## src/rtl/serial_adder.sv

```systemverilog
// serial_adder: bit-serial adder producing {cout,sum} = a + b + cin over
// WIDTH clock cycles using a single full_adder cell.
//
// Ports:
//   clk   - system clock, rising edge
//   rst   - synchronous reset, active high
//   start - begin an addition (accepted in IDLE or DONE)
//   a, b  - WIDTH-bit operands, captured on the accepted start edge
//   cin   - carry-in, captured on the accepted start edge
//   busy  - high while the addition is running
//   done  - one-cycle pulse when sum/cout hold a fresh result
//   sum   - registered result, held until the next completion
//   cout  - registered carry-out, held with sum

// full_adder: single-bit adder cell.
//   a, b, cin - addend bits and carry-in
//   s, co     - sum bit and carry-out
module full_adder (
  input  logic a,
  input  logic b,
  input  logic cin,
  output logic s,
  output logic co
);
  assign s  = a ^ b ^ cin;
  assign co = (a & b) | (a & cin) | (b & cin);
endmodule

module serial_adder #(
  parameter int WIDTH = 8
) (
  input  logic             clk,
  input  logic             rst,
  input  logic             start,
  input  logic [WIDTH-1:0] a,
  input  logic [WIDTH-1:0] b,
  input  logic             cin,
  output logic             busy,
  output logic             done,
  output logic [WIDTH-1:0] sum,
  output logic             cout
);
  localparam int CW = $clog2(WIDTH + 1);

  typedef enum logic [1:0] {IDLE, RUN, DONE} state_t;

  state_t           state;
  logic [WIDTH-1:0] ra, rb, rs;
  logic             c;
  logic [CW-1:0]    cnt;
  logic             s, co;
  logic [WIDTH:0]   rs_ext;
  logic [WIDTH-1:0] rs_next;

  full_adder u_fa (
    .a  (ra[0]),
    .b  (rb[0]),
    .cin(c),
    .s  (s),
    .co (co)
  );

  // New sum bit enters at the MSB; widening first keeps WIDTH=1 free of
  // an empty rs[WIDTH-1:1] slice.
  assign rs_ext  = {s, rs};
  assign rs_next = rs_ext[WIDTH:1];

  always_ff @(posedge clk) begin
    if (rst) begin
      state <= IDLE;
      ra    <= '0;
      rb    <= '0;
      rs    <= '0;
      c     <= 1'b0;
      cnt   <= '0;
      busy  <= 1'b0;
      done  <= 1'b0;
      sum   <= '0;
      cout  <= 1'b0;
    end else begin
      case (state)
        RUN: begin
          ra  <= ra >> 1;
          rb  <= rb >> 1;
          rs  <= rs_next;
          c   <= co;
          cnt <= cnt + CW'(1);
          if (cnt == CW'(WIDTH - 1)) begin
            sum   <= rs_next;
            cout  <= co;
            busy  <= 1'b0;
            done  <= 1'b1;
            state <= DONE;
          end
        end
        default: begin
          // IDLE and DONE both accept a new operation; DONE only lasts a cycle
          done <= 1'b0;
          if (start) begin
            ra    <= a;
            rb    <= b;
            c     <= cin;
            cnt   <= '0;
            busy  <= 1'b1;
            state <= RUN;
          end else begin
            busy  <= 1'b0;
            state <= IDLE;
          end
        end
      endcase
    end
  end
endmodule
```

## config.mk

```make
export PLATFORM = sky130hd
export DESIGN_NAME = serial_adder
export DESIGN_NICKNAME = d
export VERILOG_FILES = /design/src/rtl/serial_adder.sv
export SDC_FILE = /design/constraint.sdc
export NUM_CORES = 1
export LEC_CHECK = 0
export ABC_CLOCK_PERIOD_IN_PS = 1300
export CAP_MARGIN = 15
export CORE_MARGIN = 2
export CORE_UTILIZATION = 46
export DETAILED_ROUTE_END_ITERATION = 10
export PLACE_DENSITY_LB_ADDON = 0.25
export REMOVE_ABC_BUFFERS = 1
export SYNTH_ARGS = -nofsm -noshare
export SYNTH_HDL_FRONTEND = slang
export SYNTH_SLANG_ARGS = --single-unit
```

## constraint.sdc

```tcl
create_clock -name clk -period 1.3 [get_ports clk]
set_clock_uncertainty 0.1 [all_clocks]
set_input_delay 0.26 -clock clk [delete_from_list [all_inputs] [get_ports clk]]
set_output_delay 0.26 -clock clk [all_outputs]
set_load 0.02 [all_outputs]
```

==> results.toml <==
[outcome]
status = "finished, final reports clean"

[final_layout]
insertedDiodeCount = 0
nets = 234
fillers = 345
drive_above_1_share_pct = 19.7
synthToLayoutAreaGrowth_pct = 29.4
final_cells = 261
regArea_um2 = 805
multiInputGateArea_um2 = 878
fin_area_um2 = 2220
final_core_util_pct = 61.2

[drt]
drc = 0
via_per_inst = 5.10
wl_per_cell_um = 12.2
drt_wl_total_mm = 3.18
dr.pass1.iters = 4
ant_nets = 0
drt_iter0_drc = 74
via_count = 1331

[clock_tree]
worstSkewPairLatency_ns = 0.29
cts.sinks = 40
cts_buffers = 5
clockRootBuffer = "clkbuf_8"
cts_tree = "built"
clkTransAtPathRegs_ns = 0.07
h-tree-depth = 2
cts_hold_buf = 0
clockBufferDepth = 2

[floorplan]
rows = 22
die_h_um = 65.1
dieArea_um2 = 4240
start_util_pct = 47.3
io_pins = 31
core_area_um2 = 3630
die_width_um = 65.1

[sta]
tns_ns = 0
fin_crit_sh_pct = 96.3
drv_slew = 0
setup_viol = 0
fmaxAchievable_ghz = 0.799
slew_headroom_pct = 85.5
fin_ws_ns = 0.0483
rsz0062_at_grt = "true"
hold_viol_final = 0
worstMarginPinSlew_ns = 0.217
fin_crit_ns = 1.25

[placed_design]
gp_congestion = 0.703
io_buffers = 30
pre_cts_ws_ns = -0.288
placed_area_um2 = 2110
dp_hpwl_mm = 2.20
dp_cells = 252

[worst_setup_path]
critical-path-max-stage-delay_ns = 0.34
worstPathArrival_ns = 0.89
crit_required_ns = 0.94
path_class = "reg -> out"
critPathSlowestCell = "dfxtp_1"
path_buf_inv = 1
start_kind = "flip-flop"
cp-end-kind = "output pin"
crit_chain = "clkdlybuf4s15_2"
crit_family = "flip-flops"
cp_max_fo = 2

[grt]
grt_pass1_wl_mm = 5.67
grt-ovfl-total = 0
grt_usage_pct = 17.7
first_global_vias = 1269
grt_max_degree = 35
antenna_found_initial = 0

[power]
p_per_area_nw_per_um2 = 1110
leakage_nw = 0.896
peakVddDrop_uv = 634

[synthesis]
ys_top_cells_by_area = "dfxtp_1 (47%), mux2i_1 (15%), nand2b_1 (7.3%)"
synth_flop_cell = "dfxtp_1"
yosys.area.top_type = "dfxtp_1"
syn_area_per_cell_um2 = 9.77
yosysWarnings = 0
synth_top_cell_area_share_pct = 46.6
async_flop_share_pct = 0
yosysSeqAreaShare_pct = 46.6
syn_inst = 176
synth_edf_count = 0
synth_common_cells = "dfxtp_1 (40), mux2i_1 (26), nand2b_1 (20), a211oi_1 (16), nor2_1 (16)"
yosysUniqueCellTypes = 24
synth_most_common_cell = "dfxtp_1"
syn_area_um2 = 1720
synth_seq_cells = 40

[min_path]
hold_path_class = "reg -> reg"

[flow_run]
drv_cap = 0
[power by group]
group | internal (mW) | leakage, nW | switching, mW
sequential | 1.28 | 0.328 | 0.0349
combinational | 0.172 | 0.517 | 0.139
clock | 0.423 | 0.0510 | 0.410
total | 1.87 | 0.896 | 0.584
[stage by stage]
stage          hold WS, ns  power (mW)
2_1_floorplan        0.225        1.48
3_3_place_gp         0.347        1.63
3_5_place_dp         0.355        1.64
4_1_cts              0.365        2.48
5_1_grt              0.388        2.60
6_report             0.364        2.46
[worst min-delay path, cell delays in order (launching register included)]
cell and delay (ns):
dfxtp_1 0.32, nand2_1 0.05, a21oi_1 0.05
[logic make-up after synthesis]
| kind of cell | Yosys count | synth area share (%) |
|---|---|---|
| DFF | 40 | 46.6 |
| buffers and inverters | 15 | 4.66 |
| and+or+nand+nor | 64 | 19.9 |
| muxes | 27 | 16.0 |
| AOI/OAI and AO/OA | 28 | 11.0 |
| adders and majority gates | 2 | 1.89 |
[cell type report]
type                            count  area share (%)
Inverter                            1           0.169
Clock buffer                        6            3.71
Multi-Input combinational cell    122            39.5
Tap cell                           48            2.70
Clock inverter                      2           0.450
Timing Repair Buffer               42            17.3
Sequential cell                    40            36.2
[registers in the layout (all words and copies together), names as in the netlist]
name   cells
ra         8
rb         8
sum        8
rs         7
cnt        4
state      2
c          1
cout       1
done       1
[placed cells by master (no fill, tap or decap), types with 2 or more instances in the layout]
| master | instances |
|---|---|
| buf_2 | 2 |
| a211oi_1 | 16 |
| dfxtp_2 | 3 |
| nand3b_1 | 3 |
| dfxtp_1 | 37 |
| clkbuf_8 | 6 |
| nor2_1 | 16 |
| nand2b_1 | 19 |
| clkbuf_2 | 6 |
| nor3_1 | 4 |
| clkdlybuf4s50_1 | 19 |
| nand3_1 | 2 |
| clkinv_2 | 2 |
| nand2_1 | 15 |
| buf_8 | 2 |
| buf_4 | 8 |
| a21oi_1 | 10 |
| mux2i_1 | 26 |
| clkdlybuf4s15_2 | 3 |
[what timing repair did]
item                                    4_1_cts  5_1_grt
pin swaps                                     2        3
cloned                                        1        0
gates resized for setup                      31       17
buffers inserted                              0        0
endpoints found under the setup margin       20       35
[per-layer routing]
layer	GRT usage (%)	wire length [um]	up-vias
met5	0	0	-
met4	9.11	96	0
met3	5.65	170	8
met2	29.4	1480	36
met1	20.5	1440	607
li1	-	-	680
[final timing paths]
kind / start / endpoint / slack [ns] / depth (start not counted)
max reg2reg: c / sum[7] / 0.06 / 3
min: rs[1] / rs[1] / 0.36 / 2
max: sum[7] / sum[7] / 0.05 / 1
min reg2reg: rs[1] / rs[1] / 0.36 / 2
(Power assumes the default switching activity.)
